File: src/rtl/alu_op_sequencer_if.sv
// Request/response and ALU-drive signals between the control unit, the sequencer and the ALU.
// The sequencer is the master: it takes requests and ALU results and drives the ALU and the result.
interface alu_op_sequencer_if #(
    parameter int WIDTH   = 64,
    parameter int SH_BITS = 6
);
    logic               start;
    logic [4:0]         opcode;
    logic [WIDTH-1:0]   a_in;
    logic [WIDTH-1:0]   b_in;
    logic [SH_BITS-1:0] shamt;
    logic [WIDTH-1:0]   alu_result;
    logic [WIDTH-1:0]   alu_a;
    logic [WIDTH-1:0]   alu_b;
    logic [4:0]         alu_ctrl;
    logic               alu_enable;
    logic [WIDTH-1:0]   result;
    logic               done;
    logic               busy;
    logic               err;

    modport master (
        input  start, opcode, a_in, b_in, shamt, alu_result,
        output alu_a, alu_b, alu_ctrl, alu_enable, result, done, busy, err
    );

    modport slave (
        output start, opcode, a_in, b_in, shamt, alu_result,
        input  alu_a, alu_b, alu_ctrl, alu_enable, result, done, busy, err
    );
endinterface

File: src/rtl/alu_op_sequencer.sv
// Drives one ALU operation per request; multi-bit shifts/rotates run as repeated 1-bit passes
// with the ALU result fed back as operand A. Every output comes straight from a register.
module alu_op_sequencer #(
    parameter int WIDTH   = 64,
    parameter int SH_BITS = 6
) (
    input  logic                clk,
    input  logic                clr,
    alu_op_sequencer_if.master  bus
);

    typedef enum logic [1:0] {
        S_IDLE,
        S_ISSUE,
        S_WAIT,
        S_FIN
    } state_t;

    localparam logic [4:0] OP_DIV  = 5'd3;
    localparam logic [4:0] OP_LAST = 5'd11;

    state_t             state_q, state_d;
    logic [4:0]         opcode_q, opcode_d;
    logic [WIDTH-1:0]   b_q, b_d;
    logic [SH_BITS-1:0] cnt_q, cnt_d;
    logic [WIDTH-1:0]   work_q, work_d;
    logic               err_pend_q, err_pend_d;

    logic [WIDTH-1:0]   alu_a_q, alu_a_d;
    logic [WIDTH-1:0]   alu_b_q, alu_b_d;
    logic [4:0]         alu_ctrl_q, alu_ctrl_d;
    logic               alu_enable_q, alu_enable_d;
    logic [WIDTH-1:0]   result_q, result_d;
    logic               done_q, done_d;
    logic               busy_q, busy_d;
    logic               err_q, err_d;

    function automatic logic is_shift(input logic [4:0] op);
        return (op >= 5'd4) && (op <= 5'd7);
    endfunction

    // ALU drive values are computed for the state being entered, so alu_enable is high
    // exactly during ISSUE and the ALU result is ready while the sequencer sits in WAIT.
    always_comb begin
        state_d      = state_q;
        opcode_d     = opcode_q;
        b_d          = b_q;
        cnt_d        = cnt_q;
        work_d       = work_q;
        err_pend_d   = err_pend_q;
        alu_a_d      = alu_a_q;
        alu_b_d      = alu_b_q;
        alu_ctrl_d   = alu_ctrl_q;
        alu_enable_d = 1'b0;
        result_d     = result_q;
        done_d       = 1'b0;
        err_d        = 1'b0;

        case (state_q)
            S_IDLE: begin
                if (bus.start) begin
                    opcode_d   = bus.opcode;
                    b_d        = bus.b_in;
                    cnt_d      = bus.shamt;
                    work_d     = bus.a_in;
                    err_pend_d = 1'b0;
                    if ((bus.opcode > OP_LAST) ||
                        ((bus.opcode == OP_DIV) && (bus.b_in == '0))) begin
                        err_pend_d = 1'b1;
                        state_d    = S_FIN;
                    end else if (is_shift(bus.opcode) && (bus.shamt == '0)) begin
                        state_d = S_FIN;
                    end else begin
                        alu_a_d      = bus.a_in;
                        alu_b_d      = bus.b_in;
                        alu_ctrl_d   = bus.opcode;
                        alu_enable_d = 1'b1;
                        state_d      = S_ISSUE;
                    end
                end
            end
            S_ISSUE: begin
                state_d = S_WAIT;
            end
            S_WAIT: begin
                work_d = bus.alu_result;
                if (is_shift(opcode_q) && (cnt_q > SH_BITS'(1))) begin
                    cnt_d        = cnt_q - SH_BITS'(1);
                    alu_a_d      = bus.alu_result;
                    alu_b_d      = b_q;
                    alu_ctrl_d   = opcode_q;
                    alu_enable_d = 1'b1;
                    state_d      = S_ISSUE;
                end else begin
                    state_d = S_FIN;
                end
            end
            S_FIN: begin
                result_d = err_pend_q ? '0 : work_q;
                done_d   = 1'b1;
                err_d    = err_pend_q;
                state_d  = S_IDLE;
            end
            default: begin
                state_d = S_IDLE;
            end
        endcase

        busy_d = (state_d != S_IDLE);
    end

    always_ff @(posedge clk or posedge clr) begin
        if (clr) begin
            state_q      <= S_IDLE;
            opcode_q     <= '0;
            b_q          <= '0;
            cnt_q        <= '0;
            work_q       <= '0;
            err_pend_q   <= 1'b0;
            alu_a_q      <= '0;
            alu_b_q      <= '0;
            alu_ctrl_q   <= '0;
            alu_enable_q <= 1'b0;
            result_q     <= '0;
            done_q       <= 1'b0;
            busy_q       <= 1'b0;
            err_q        <= 1'b0;
        end else begin
            state_q      <= state_d;
            opcode_q     <= opcode_d;
            b_q          <= b_d;
            cnt_q        <= cnt_d;
            work_q       <= work_d;
            err_pend_q   <= err_pend_d;
            alu_a_q      <= alu_a_d;
            alu_b_q      <= alu_b_d;
            alu_ctrl_q   <= alu_ctrl_d;
            alu_enable_q <= alu_enable_d;
            result_q     <= result_d;
            done_q       <= done_d;
            busy_q       <= busy_d;
            err_q        <= err_d;
        end
    end

    assign bus.alu_a      = alu_a_q;
    assign bus.alu_b      = alu_b_q;
    assign bus.alu_ctrl   = alu_ctrl_q;
    assign bus.alu_enable = alu_enable_q;
    assign bus.result     = result_q;
    assign bus.done       = done_q;
    assign bus.busy       = busy_q;
    assign bus.err        = err_q;

endmodule

File: src/flat_wrapper.sv
// flat-port wrapper written by rule: the top's interface ports become plain ports
module alu_op_sequencer_flat 
#(
    parameter int WIDTH   = 64,
    parameter int SH_BITS = 6
)
  (clk, clr, bus_start, bus_opcode, bus_a_in, bus_b_in, bus_shamt, bus_alu_result, bus_alu_a, bus_alu_b, bus_alu_ctrl, bus_alu_enable, bus_result, bus_done, bus_busy, bus_err);
  alu_op_sequencer_if #(.WIDTH(WIDTH), .SH_BITS(SH_BITS)) bus_i ();
  input  logic clk;
  input  logic clr;
  input wire logic [$bits(bus_i.start)-1:0] bus_start;
  input wire logic [$bits(bus_i.opcode)-1:0] bus_opcode;
  input wire logic [$bits(bus_i.a_in)-1:0] bus_a_in;
  input wire logic [$bits(bus_i.b_in)-1:0] bus_b_in;
  input wire logic [$bits(bus_i.shamt)-1:0] bus_shamt;
  input wire logic [$bits(bus_i.alu_result)-1:0] bus_alu_result;
  output wire logic [$bits(bus_i.alu_a)-1:0] bus_alu_a;
  output wire logic [$bits(bus_i.alu_b)-1:0] bus_alu_b;
  output wire logic [$bits(bus_i.alu_ctrl)-1:0] bus_alu_ctrl;
  output wire logic [$bits(bus_i.alu_enable)-1:0] bus_alu_enable;
  output wire logic [$bits(bus_i.result)-1:0] bus_result;
  output wire logic [$bits(bus_i.done)-1:0] bus_done;
  output wire logic [$bits(bus_i.busy)-1:0] bus_busy;
  output wire logic [$bits(bus_i.err)-1:0] bus_err;
  assign bus_i.start = bus_start;
  assign bus_i.opcode = bus_opcode;
  assign bus_i.a_in = bus_a_in;
  assign bus_i.b_in = bus_b_in;
  assign bus_i.shamt = bus_shamt;
  assign bus_i.alu_result = bus_alu_result;
  assign bus_alu_a = bus_i.alu_a;
  assign bus_alu_b = bus_i.alu_b;
  assign bus_alu_ctrl = bus_i.alu_ctrl;
  assign bus_alu_enable = bus_i.alu_enable;
  assign bus_result = bus_i.result;
  assign bus_done = bus_i.done;
  assign bus_busy = bus_i.busy;
  assign bus_err = bus_i.err;
  alu_op_sequencer #(.WIDTH(WIDTH), .SH_BITS(SH_BITS)) u_core (.clk(clk), .clr(clr), .bus(bus_i));
endmodule
File: config.mk
export PLATFORM = sky130hd
export DESIGN_NAME = alu_op_sequencer_flat
export DESIGN_NICKNAME = d
export VERILOG_FILES = /design/src/rtl/alu_op_sequencer_if.sv /design/src/rtl/alu_op_sequencer.sv /design/src/flat_wrapper.sv
export SDC_FILE = /design/constraint.sdc
export NUM_CORES = 1
export LEC_CHECK = 0
export BUFFER_PORTS_ARGS = -buffer_cell sky130_fd_sc_hd__buf_2
export CAP_MARGIN = 25
export CORE_ASPECT_RATIO = 0.5
export CORE_MARGIN = 2
export CORE_UTILIZATION = 53
export CTS_CLUSTER_SIZE = 20
export DETAILED_ROUTE_END_ITERATION = 12
export GPL_TIMING_DRIVEN = 0
export MAX_ROUTING_LAYER = met4
export PLACE_DENSITY = 0.8
export SLEW_MARGIN = 20
export SYNTH_ARGS = -nofsm -noshare
export SYNTH_HDL_FRONTEND = slang
export SYNTH_SLANG_ARGS = --single-unit
File: constraint.sdc
create_clock -name clk -period 13.4 [get_ports clk]
set_clock_uncertainty 0.15 [all_clocks]
set_input_delay 2.68 -clock clk [delete_from_list [all_inputs] [get_ports clk]]
set_output_delay 2.68 -clock clk [all_outputs]
set_load 0.02 [all_outputs]
==> impl.org, run 1 <==
** CTS
- Hold-fix buffers at CTS :: 0
- The clock passes through at most 3 buffers.
- Clock transition at path regs :: 70 ps
- The cell sitting at the root of the clock tree is a sky130_fd_sc_hd__clkbuf_16.
- In this run the post-CTS setup repair buffer count came out at 0.
- Count of cells resized by post-cts repair :: 0
- CTS tree :: yes
- Clock buffers created by TritonCTS :: 31
- Num Clock Sinks :: 343
- The later pin in the worst-skew pair is clocked with a latency of 580 ps.
- Clock H-tree levels :: 1

** Flow run
- Max-cap violations in this run came to 0.

** Routing
- Number of nets with antenna violations after routing :: 0
- The first TritonRoute pass finished after 5 iterations.
- After detailed routing, the number of vias per cell comes to 5.32.
- Final WL :: 43600 um
- Violation count after the first detailed-route iteration :: 764
- After detailed routing, the average wire length per cell comes to 18.9 um.
- The detailed router placed 12268 vias in this run.
- For this run, design rule violations remaining after detail routing come to 0.

** Setup path
- In this design, the stage delay of the slowest critical-path cell is 730 ps.
- Buffers plus inverters on the worst setup path :: 3
- The critical path goes through buf_2, nor4_1, nand4_1, nor3_1, a22oi_4, buf_6, buf_8, mux2_4.
- Grouping stages by cell kind, the critical path spends the most delay in simple AND/OR/NAND/NOR gates.
- Peak fanout along the critical path :: 10
- The endpoint identified for the worst register-to-register timing path is u_core.bus.alu_a[33]$_DFFE_PP0P_.
- CP Data Required Time :: approximately 14000 ps
- Endpoint arrival time on the critical path :: 5170 ps
- The worst setup path is launched from a primary input.
- By startpoint and endpoint, the worst setup path is classified as in -> reg.
- Reg-to-reg critical path startpoint :: u_core.state_q[1]$_DFF_PP0_
- The worst setup path is captured at a flip-flop.
- R2R Setup Slk :: 10280 ps
- The largest individual stage delay along the critical path comes from the cell sky130_fd_sc_hd__nor3_1.
- Counting cells, the worst reg-to-reg path comes to 8.

** Pwr
- Power per unit of standard cell area :: between 200 and 300 nW/um^2
- After layout, the design draws a total of between 5 and 6 mW.
- In this run the static leakage power is 9.54 nW.
- Peak supply drop :: between 0.1 and 0.15 mV

** Global routing
- Aggregate global routing overflow :: 0
- Across every metal layer, demand over resource in global routing totals 0.294.
- Entering global routing, the biggest net connects 102 pins.
- Number of antenna violations at the first check in global routing :: 8
- Global-route wire length before repair :: roughly 70000 um
- The number of global-route vias before repair came to 12378.

** Yosys
- Post-synthesis average cell area :: between 10 and 15 um^2
- The number of different library cells used by synthesis comes to 37.
- The biggest area contributor in the post-synthesis netlist is sky130_fd_sc_hd__dfrtp_1.
- For this run, the number of Yosys warnings is 0.
- Top FF cell, synth :: sky130_fd_sc_hd__dfrtp_1
- Dominant combinational cell family by area after synthesis :: multiplexers
- Area share of the leading cell type in the synthesized netlist :: 0.555
- Post-synthesis instance area :: 15500 um^2
- Synthesis produced a netlist whose cell count is around 1400.
- Area share of and/or/nand/nor cells after synthesis :: 0.157
- Fraction of registers with async set/reset :: 1.00
- Adder-cell share of the synthesized area :: 0.00162
- Yosys mapped a number of flops with a built-in enable equal to 0.
- Fraction of the yosys area taken by sequential cells :: 0.555
- The number of nets in the synthesized netlist is between 1500 and 2000.
- Compound-gate portion of the synthesized area :: 0.0541
- Share of cell area taken by muxes after synthesis :: 0.202
- Xor and xnor area share after synthesis :: 0
- Yosys attributes the largest share of cell area to sky130_fd_sc_hd__dfrtp_1 55%, sky130_fd_sc_hd__nand2_1 11%, sky130_fd_sc_hd__mux2_2 10%.
- The synthesized design contains approximately 340 register bits.

** Placed design
- At the end of routability-driven placement, the weighted congestion stood at 0.926.
- Final HPWL DP :: 32000 um
- I/O Buffers :: a little over 400

** Layout
- In the final layout, the share of cells above drive strength 1 is 0.364.
- For this run, the share of the core covered by cells in the final layout is 0.663.
- In the final design database the tool counted 2092 nets.
- In the layout the commonest cells are 465 x sky130_fd_sc_hd__nand2_1, 424 x sky130_fd_sc_hd__buf_2, 343 x sky130_fd_sc_hd__dfrtp_1.
- Layout Area Growth over Synthesis :: 23.7%
- Most common cell after layout, fill and taps aside :: sky130_fd_sc_hd__nand2_1

** Timing
- Min cycle time layout :: 4870 ps
- Final Setup Violations :: 0
- Of the available clock period, the critical path in the final layout requires 0.364.
- For the pin with the worst max-slew slack, the measured transition is 857 ps.
- Across all hold checks on the routed design, the worst slack comes to approximately 320 ps.
- Highest clock frequency the design can meet :: 0.205 GHz
- Final sum of negative setup slack :: 0 ps
- The number of hold violations in the final report is 0.
- Final Max Tran Viols :: 0
- Measured against its own limit, the worst slew margin works out to 0.424.
- Unrepaired setup endpoints after global routing :: false

** Die
- Total core area :: around 29000 um^2
- Num rows :: 44
- For this design the top-level I/O count stands at 407.
- The initial utilization of the core area, before any placement, comes to 0.536.
- Die Height :: between 100 and 150 um
- Width of the die :: 246 um
- Floorplan die area :: 30600 um^2

** Hold path
- In this run the worst hold path is classified as reg -> reg.
- Counting instances, the worst hold path has a depth of 2.
- The worst hold path terminates at u_core.bus.result[51]$_DFFE_PP0P_.
- Source of the worst hold timing path :: u_core.bus.result[51]$_DFFE_PP0P_

** Run status
- The flow ran to the end, and the final reports show no timing, DRC or antenna violations.
[worst reg2reg max path: cells and delay by family (launching register included)]
kind,cells,cell delay [ps]
buffers and inverters,4,1990
and+or+nand+nor,3,450
DFF,1,330
muxes,1,160
[worst max path at each step]
stage	startpoint	end	slack, ps	cells after the start
after detailed placement	bus_b_in[48]	u_core.bus.alu_a[19]$_DFFE_PP0P_	7920	8
after floorplan	clr	u_core.b_q[0]$_DFFE_PP0P_	1060	1
after global placement	clr	u_core.bus.alu_a[20]$_DFFE_PP0P_	-2710	2
after global routing	bus_b_in[48]	u_core.bus.alu_a[19]$_DFFE_PP0P_	8470	8
final	bus_b_in[48]	u_core.bus.alu_a[19]$_DFFE_PP0P_	8530	8
after CTS	bus_b_in[48]	u_core.bus.alu_a[19]$_DFFE_PP0P_	8510	8
[per-layer routing]
layer / part of all wire / up-vias / GRT usage
li1: - / 5716 / -
met1: 0.43 / 6101 / 0.387
met2: 0.49 / 336 / 0.472
met3: 0.043 / 115 / 0.0353
met5: 0 / - / -
met4: 0.040 / 0 / 0.111
[through the flow]
stage                     worst slack [ps]  cells  instance area, um^2
after global routing                  8470   2305                19100
after CTS                             8510   2297                19100
after floorplan                       1060   1442                15500
after detailed placement              7920   2242                18100
after global placement               -2710   2239                18000
final                                 8530   2305                19100
[synth_stat cells, types with 2 or more instances]
| library cell | count |
|---|---|
| sky130_fd_sc_hd__nand2_1 | 465 |
| sky130_fd_sc_hd__dfrtp_1 | 343 |
| sky130_fd_sc_hd__mux2_2 | 141 |
| sky130_fd_sc_hd__o21ai_0 | 139 |
| sky130_fd_sc_hd__nand2b_1 | 66 |
| sky130_fd_sc_hd__mux2i_1 | 64 |
| sky130_fd_sc_hd__clkbuf_1 | 62 |
| sky130_fd_sc_hd__mux2_4 | 60 |
| sky130_fd_sc_hd__buf_2 | 18 |
| sky130_fd_sc_hd__nor4_1 | 14 |
| sky130_fd_sc_hd__nor2_1 | 13 |
| sky130_fd_sc_hd__a21oi_1 | 7 |
| sky130_fd_sc_hd__nor3_1 | 7 |
| sky130_fd_sc_hd__buf_8 | 6 |
| sky130_fd_sc_hd__inv_1 | 5 |
| sky130_fd_sc_hd__buf_1 | 4 |
| sky130_fd_sc_hd__nand4_1 | 4 |
| sky130_fd_sc_hd__a22oi_1 | 2 |
| sky130_fd_sc_hd__and3_1 | 2 |
| sky130_fd_sc_hd__ha_1 | 2 |
| sky130_fd_sc_hd__nor4b_1 | 2 |
[report_power, final]
part	switching [mW]	total, mW	internal (mW)
combinational	1.41	2.36	0.950
sequential	0.274	1.83	1.55
clock	0.405	0.915	0.510
[cells by family after synthesis]
group           count (synthesis)
fa+ha+maj                       2
simple gates                  579
flops                         343
buf+inv                        96
compound gates                157
mux                           265
[sequential cells by signal, summed over array words and instances, names as in the netlist]
| signal | flops |
|---|---|
| u_core.opcode_q | 5 |
| u_core.bus.alu_enable | 1 |
| u_core.bus.result | 64 |
| u_core.bus.alu_a | 64 |
| u_core.bus.busy | 1 |
| u_core.err_pend_q | 1 |
| u_core.cnt_q | 6 |
| u_core.bus.err | 1 |
| u_core.b_q | 64 |
| u_core.bus.done | 1 |
| u_core.bus.alu_b | 64 |
| u_core.work_q | 64 |
| u_core.state_q | 2 |
| u_core.bus.alu_ctrl | 5 |
[area by class of cell]
type                            count  area [um^2]
Antenna cell                        8         20.0
Sequential cell                   343         8580
Timing Repair Buffer              409         2110
Multi-Input combinational cell   1003         6420
Clock buffer                       35          801
Fill cell                        2366         9720
Buffer                             91          439
Clock inverter                     20          231
Tap cell                          391          489
Inverter                            5         26.3
(Power assumes the default switching activity.)
==> inputs of run 2 (changes only) <==
--- a/config.mk
+++ b/config.mk
@@ -9,12 +9,12 @@
 export CAP_MARGIN = 25
 export CORE_ASPECT_RATIO = 0.5
 export CORE_MARGIN = 2
-export CORE_UTILIZATION = 53
+export CORE_UTILIZATION = 48
 export CTS_CLUSTER_SIZE = 20
 export DETAILED_ROUTE_END_ITERATION = 12
 export GPL_TIMING_DRIVEN = 0
 export MAX_ROUTING_LAYER = met4
-export PLACE_DENSITY = 0.8
+export PLACE_DENSITY = 0.77
 export SLEW_MARGIN = 20
 export SYNTH_ARGS = -nofsm -noshare
 export SYNTH_HDL_FRONTEND = slang
==> constraint.sdc (replaced) <==
create_clock -name clk -period 4.2 [get_ports clk]
set_clock_uncertainty 0.15 [all_clocks]
set_input_delay 0.84 -clock clk [delete_from_list [all_inputs] [get_ports clk]]
set_output_delay 0.84 -clock clk [all_outputs]
set_load 0.02 [all_outputs]
==> impl.org, run 2 (synthesis gave the netlist of run 1 again) <==
** Die
- Die Height :: 131 um
- The total area inside the core boundary comes to 31700 um^2.
- Num rows :: 46
- The die is 258 um wide.
- In this run the count of I/O pins placed on the die edge is 407.
- The die covers 33800 um^2.
- For this configuration, the core starts out at a cell density of 0.488.

** Pwr
- The analysis attributes to net switching a power of 6.69 mW.
- Peak supply drop :: 0.386 mV
- The share of total power dissipated in the clock network is 0.184.
- Of the total power, combinational logic draws 0.460.
- The internal portion of the total power is between 9 and 10 mW.
- Power per unit of standard cell area :: about 850 nW/um^2
- Summed over all cells, the static leakage comes to 9.61 nW.
- Power comes to 16.4 mW.
- Switching share of power :: 0.408
- Of the total power, registers draw 0.356.

** Routing
- In this run, the number of DRC markers left after iteration 0 of detailed routing was ~870.
- Vias per cell :: 5.21
- Number of DRC violations after detailed routing :: 0
- Dividing the detail-routed wire length by the instance count gives 19.3 um.
- In this run the remaining antenna-violating nets after routing total 0.
- Final WL :: 45500 um
- Summing over every cut layer, the via total after detailed routing is 12299.
- First-pass iteration count of the detailed router :: 5

** CTS
- Buffer count from post-CTS setup fixing :: 0
- Hold-fix buffers at CTS :: 0
- Num Clock Sinks :: 343
- Clock root cell :: sky130_fd_sc_hd__clkbuf_16
- TritonCTS built the clock tree.
- CTS built an H-tree with a depth of 1.
- Count of cells resized by post-cts repair :: 0
- Number of buffers on the longest clock path :: 3
- Clock transition at path regs :: 70 ps
- Clock Latency Late Sink :: 590 ps
- Clock buffers created by TritonCTS :: 31

** Placed design
- Cell count after placement :: 2291
- At the end of routability-driven placement, the weighted congestion stood at 0.898.
- Final HPWL DP :: 34100 um
- I/O Buffers :: 406
- Placement-stage worst setup slack :: 619 ps

** Layout
- In the layout the commonest cells are 465 x sky130_fd_sc_hd__nand2_1, 424 x sky130_fd_sc_hd__buf_2, 343 x sky130_fd_sc_hd__dfrtp_1.
- Post-Layout Cell Count :: 2359
- Leaving out fill and tap cells, the most frequent cell in the layout is sky130_fd_sc_hd__nand2_1.
- The final layout contains 2100 nets.
- Layout Area Growth over Synthesis :: 25.1%
- Measured on the finished design, the core utilization comes to 0.610.
- Fraction of final layout cells with drive strength greater than 1 :: 0.364
- Layout filler cell count :: 2631

** Timing
- Setup repair after global routing left no endpoint under its margin.
- Of the available clock period, the critical path in the final layout requires 0.769.
- Derived from the worst setup path, the maximum achievable clock frequency is 0.309 GHz.
- Hold is met by 187 ps.
- Final worst slack :: 968 ps
- Final hold violations :: 0
- Worst relative slew slack :: 0.375
- For the pin with the worst max-slew slack, the measured transition is approximately 940 ps.
- For the finished layout, the period the worst path requires is 3230 ps.
- Final Max Tran Viols :: 0
- Final Setup Violations :: 0

** Setup path
- The worst setup path is captured at a flip-flop.
- In this run the worst path has a maximum fanout of 10.
- The worst setup path is of the reg -> reg kind.
- Endpoint arrival time on the critical path :: roughly 3600 ps
- Startpoint Class :: flip-flop
- For the worst setup path, the data required time is 4560 ps.

** Global routing
- The initial antenna violation count was 11.
- The number of global-route vias before repair was 12333.
- Across every metal layer, demand over resource in global routing totals 0.271.
- Largest net degree at the start of global routing :: 35
- The first global-routing pass estimated between 60000 and 70000 um of wire.
- For this run the aggregate overflow at the end of global routing stands at 0.

** Flow run
- Number of maximum-capacitance violations :: 0

** Run status
- Status :: finished clean

** Hold path
- Type of the tightest min-delay check :: in -> async
run 2: changes by cell type in the layout (fill, tap and decap cells not counted):
cell,change
sky130_fd_sc_hd__bufinv_16,+1
sky130_fd_sc_hd__buf_12,+11
sky130_fd_sc_hd__clkbuf_8,+2
sky130_fd_sc_hd__clkinv_2,-1
sky130_fd_sc_hd__diode_2,+6
sky130_fd_sc_hd__clkbuf_1,+3
sky130_fd_sc_hd__clkinv_4,-6
sky130_fd_sc_hd__buf_16,-3
run 2: power groups by stage:
stage / Combinational (mW) / Sequential (mW) / Clock (mW)
after floorplan: 3.97 / 6.87 / 0
after global placement: 7.34 / 5.81 / 0
after detailed placement: 7.56 / 5.86 / 0
after CTS: 7.59 / 5.83 / 3.06
after global routing: 8.20 / 6.03 / 3.20
final: 7.54 / 5.84 / 3.01
run 2: worst paths after layout:
check | from | to | slack [ps] | cells after the start
worst max-delay path | u_core.state_q[1]$_DFF_PP0_ | u_core.bus.alu_a[31]$_DFFE_PP0P_ | 970 | 8
worst min-delay path | clr | u_core.bus.alu_a[57]$_DFFE_PP0P_ | 190 | 2
worst max register to register | u_core.state_q[1]$_DFF_PP0_ | u_core.bus.alu_a[31]$_DFFE_PP0P_ | 970 | 8
worst min register to register | u_core.bus.result[61]$_DFFE_PP0P_ | u_core.bus.result[61]$_DFFE_PP0P_ | 330 | 2
max in group asynchronous | clr | u_core.b_q[37]$_DFFE_PP0P_ | 2430 | 6
min in group clk | u_core.bus.result[61]$_DFFE_PP0P_ | u_core.bus.result[61]$_DFFE_PP0P_ | 330 | 2
run 2: metal layers:
layer  up-vias  part of all wire  global-route usage
li1       5731                 -                   -
met1      6099              0.43               0.341
met2       339              0.49               0.440
met3       130             0.038              0.0363
met4         0             0.048               0.129
met5         -                 0                   -
run 2: layout make-up:
class	instances	area (um^2)	share of cell area
Multi-Input combinational cell	1003	6420	0.332
Clock inverter	14	208	0.0107
Timing Repair Buffer	417	2250	0.116
Clock buffer	40	840	0.0434
Antenna cell	14	35.0	0.00181
Sequential cell	343	8580	0.444
Inverter	5	22.5	0.00116
Buffer	91	439	0.0227
Tap cell	432	541	0.0279
run 2: through the flow:
step / setup TNS, ps / area [um^2]
CTS: 0 / 19300
floorplan: -472830 / 15500
global placement: -1191010 / 18000
finish: 0 / 19300
global route: 0 / 19300
detailed placement: 0 / 18300
run 2: critical path, stage by stage, from the launching register on:
cell and delay (ps):
sky130_fd_sc_hd__dfrtp_1 330, sky130_fd_sc_hd__clkbuf_1 280, sky130_fd_sc_hd__nor2b_1 170, sky130_fd_sc_hd__clkbuf_1 530
sky130_fd_sc_hd__clkbuf_1 770, sky130_fd_sc_hd__clkbuf_1 510, sky130_fd_sc_hd__nand2_1 140, sky130_fd_sc_hd__nand2_1 120
sky130_fd_sc_hd__mux2_4 150
==> inputs of run 3 (changes only) <==
--- a/config.mk
+++ b/config.mk
@@ -5,6 +5,7 @@
 export SDC_FILE = /design/constraint.sdc
 export NUM_CORES = 1
 export LEC_CHECK = 0
+export ABC_AREA = 1
 export BUFFER_PORTS_ARGS = -buffer_cell sky130_fd_sc_hd__buf_2
 export CAP_MARGIN = 25
 export CORE_ASPECT_RATIO = 0.5
==> constraint.sdc (replaced) <==
create_clock -name clk -period 2.6 [get_ports clk]
set_clock_uncertainty 0.15 [all_clocks]
set_input_delay 0.52 -clock clk [delete_from_list [all_inputs] [get_ports clk]]
set_output_delay 0.52 -clock clk [all_outputs]
set_load 0.02 [all_outputs]
==> impl.org, run 3 <==
** Pwr
- Leakage :: 10.4 nW
- Power per unit of standard cell area :: 1360 nW/um^2
- Total power after layout :: 26.1 mW
- Peak supply drop :: approximately 0.59 mV

** Die
- Top-Level Pins :: 407
- Num rows :: 46
- Die Height :: 130 um
- The region available for standard cell placement spans approximately 32000 um^2.
- Starting density of the core :: 0.486
- Width of the die :: 257 um
- Floorplan die area :: about 33000 um^2

** Timing
- Final period utilization :: 0.938
- At the pin with the least slew margin, the transition time is 715 ps.
- Highest clock frequency the design can meet :: between 0.4 and 0.5 GHz
- Final Max Tran Viols :: 0
- Min cycle time layout :: 2440 ps
- Final Setup Violations :: 0
- Final worst slack :: roughly 160 ps
- Worst relative slew slack :: 0.523
- Summed over all failing endpoints, the final setup total negative slack is 0 ps.
- The number of hold violations in the final report is 0.

** Placed design
- During placement, the flow inserted port buffers numbering 406.
- Final HPWL DP :: 35800 um
- Cell count after placement :: 2784
- Timing analysis after detailed placement gives a worst setup slack of -141 ps.
- The congestion estimate from routability-driven global placement came to between 0.9 and 1.

** Flow run
- Max-cap violations in this run came to 0.

** Setup path
- Of all nets on the critical path, the largest fanout is 10.
- The signal on the critical path passes through nor3b_1, o21ai_0, or2_1, buf_4, nand2_4, buf_4, buf_2, nand3_1, nand2_1.
- Type of the setup path with the least slack :: reg -> reg
- The largest individual stage delay along the critical path comes from the cell sky130_fd_sc_hd__dfrtp_1.
- STA classifies the critical path endpoint as a flip-flop.
- CP Data Required Time :: 2950 ps
- Slowest Stage Delay on Critical Path :: 400 ps
- Family with the most delay on the worst path :: simple AND/OR/NAND/NOR gates
- For the worst setup path, the data arrival time is roughly 2800 ps.
- Cell with the most instances on the worst path :: sky130_fd_sc_hd__buf_4
- Startpoint Class :: flip-flop
- Together, buffers and inverters on the worst path number 3.

** CTS
- Clock transition at path regs :: 70 ps
- TritonCTS built the clock tree.
- For this design, the sink count on the clock tree is 343.
- The tree is rooted in a sky130_fd_sc_hd__clkbuf_16.
- Clock tree synthesis inserted a total of 31 buffers.
- Number of buffers on the longest clock path :: 3
- CTS built an H-tree with a depth of 1.
- Buffer count from post-CTS setup fixing :: 0
- The later pin in the worst-skew pair is clocked with a latency of 560 ps.

** Layout
- Commonest cells after routing, fill and taps aside :: 808 x sky130_fd_sc_hd__nand2_1, 434 x sky130_fd_sc_hd__buf_2, 343 x sky130_fd_sc_hd__dfrtp_1
- Relative to the synthesized area, the layout overhead comes to 25.1%.
- Fraction of final layout cells with drive strength greater than 1 :: 0.216
- The finished layout holds between 2000 and 3000 standard cells, fillers aside.
- After filler insertion, the fill cell instance count of the layout stands at 2868.
- Most common cell after layout, fill and taps aside :: sky130_fd_sc_hd__nand2_1
- Across the whole layout, storage elements account for 8580 um^2.
- Summing all multi-input logic gate instances after layout gives 5840 um^2.
- Utilization of the core after routing :: 0.607
- The net count of the finished layout is 2593.

** Routing
- Number of DRC violations after detailed routing :: 0
- Via count :: approximately 15000
- The first detailed-routing pass took 5 iterations.
- Vias per cell :: 5.18
- In the final routed layout, each cell accounts on average for 16.8 um.
- Final WL :: approximately 48000 um
- Number of nets with antenna violations after routing :: 0
- Violation count after the first detailed-route iteration :: around 1100

** Run status
- Status :: finished clean

** Yosys
- By area the synthesized netlist is led by sky130_fd_sc_hd__dfrtp_1 56%, sky130_fd_sc_hd__nand2_1 20%, sky130_fd_sc_hd__nand3_1 8.7%.
- Fraction of registers with async set/reset :: 1.00
- Number of storage elements in the synthesis netlist :: between 300 and 400
- Cell taking the most area after synthesis :: sky130_fd_sc_hd__dfrtp_1
- In this run, synthesis inferred 0 flip-flops with an integrated enable.
- By instance count, the leading cell after synthesis is sky130_fd_sc_hd__nand2_1.
- Synthesized netlist net count :: about 2100
- Top FF cell, synth :: sky130_fd_sc_hd__dfrtp_1
- Count of yosys warnings during synthesis :: 0
- Of the synthesized area, sequential elements account for 0.560.
- Of the post-synthesis cell area, the dominant cell type holds 0.560.
- Counting every instance in the synthesized netlist gives 1935.
- Post-synthesis average cell area :: 7.92 um^2
- Top cell types by occurrence after synthesis :: 808 x sky130_fd_sc_hd__nand2_1, 343 x sky130_fd_sc_hd__dfrtp_1, 267 x sky130_fd_sc_hd__nand3_1
- Summing every instance area after synthesis gives 15300 um^2.
- Yosys mapped the design onto 28 distinct sky130hd cell types.

** Hold path
- The path class of the tightest hold or removal check is in -> reg.

** Global routing
- Global-route wire length before repair :: 74500 um
- The initial antenna violation count is 8.
- The number of global-route vias before repair is 13748.
- Largest net degree at the start of global routing :: 36
- After global routing the overflow that remains totals 0.
- In the global route stage, overall resource usage came out at 0.291.
[run 3: cell types whose count changed after synthesis, moves of 11 or more]
cell                       change
sky130_fd_sc_hd__nand3_1     +267
sky130_fd_sc_hd__nand2_1     +343
sky130_fd_sc_hd__nand2b_1     -66
sky130_fd_sc_hd__nor2_1       +37
sky130_fd_sc_hd__o21ai_0      +75
sky130_fd_sc_hd__nor4_1       -14
sky130_fd_sc_hd__mux2_2      -141
sky130_fd_sc_hd__clkbuf_1     +31
sky130_fd_sc_hd__mux2_4       -60
sky130_fd_sc_hd__inv_1        +80
sky130_fd_sc_hd__mux2i_1      -64
sky130_fd_sc_hd__buf_2        +11
[run 3: final cells by class]
class,count,share of cell area
buffer,135,0.0300
tap,432,0.0282
antenna,8,0.00104
timing repair buffer,418,0.118
inverter,90,0.0178
sequential,343,0.448
multi-input combinational,1366,0.305
clock inverter,14,0.00790
clock buffer,40,0.0438
[run 3: repair_timing]
action,in CTS,in global routing
hold buffers,1,0
endpoints found under the hold margin,12,0
endpoints found under the setup margin,0,74
gates resized for setup,0,21
[run 3: per-stage QoR]
stage	hold slack, ps	instance area [um^2]
6_report	56.5	19200
5_1_grt	50.9	19200
4_1_cts	37.5	19100
3_5_place_dp	315	18100
3_3_place_gp	312	17900
2_1_floorplan	299	15300
[run 3: kinds of logic (layout without fill, tap and decap cells)]
group / Yosys count / in the layout / share of synthesized area
AND/OR/NAND/NOR: 1140 / 1140 / 0.305
buffers and inverters: 226 / 697 / 0.0590
adder cells (fa/ha/maj): 2 / 2 / 0.00163
other: 0 / 8 / 0
AO/OA/AOI/OAI: 222 / 222 / 0.0733
flip-flops: 343 / 343 / 0.560
XOR/XNOR: 2 / 2 / 0.00114
[run 3: worst paths after layout]
kind                                                   start  depth (start not counted)  slack, ps                           endpoint
setup / recovery              u_core.opcode_q[3]$_DFFE_PP0P_                          9        160   u_core.bus.alu_a[31]$_DFFE_PP0P_
hold / removal                                  bus_b_in[62]                          3         60         u_core.b_q[62]$_DFFE_PP0P_
setup reg to reg              u_core.opcode_q[3]$_DFFE_PP0P_                          9        160   u_core.bus.alu_a[31]$_DFFE_PP0P_
hold reg to reg            u_core.bus.result[33]$_DFFE_PP0P_                          2        330  u_core.bus.result[33]$_DFFE_PP0P_
max in group asynchronous                                clr                          8        440   u_core.bus.alu_b[26]$_DFFE_PP0P_
min in group asynchronous                                clr                          3        370  u_core.bus.result[40]$_DFFE_PP0P_
[run 3: tightest hold or removal path, delay by kind of cell]
kind                   cells  cell delay [ps]
AOI/OAI and AO/OA          1               70
buffers and inverters      1              100
and+or+nand+nor            1               50
[run 3: per-layer routing]
layer / routed length [um] / vias to the layer above / track usage / share of wire
met5: 0 / - / - / 0
met4: 2300 / 0 / 0.129 / 0.048
met3: 2750 / 136 / 0.0363 / 0.057
met2: 22900 / 548 / 0.469 / 0.48
met1: 19900 / 6954 / 0.375 / 0.42
li1: - / 7106 / - / -
[run 3: report_power, final]
part,leakage (nW),switching [mW],internal [mW],total (mW)
clock,0.498,2.05,2.57,4.62
combinational,5.60,8.55,3.68,12.2
sequential,4.29,1.34,7.91,9.25
total,10.4,12.0,14.2,26.1
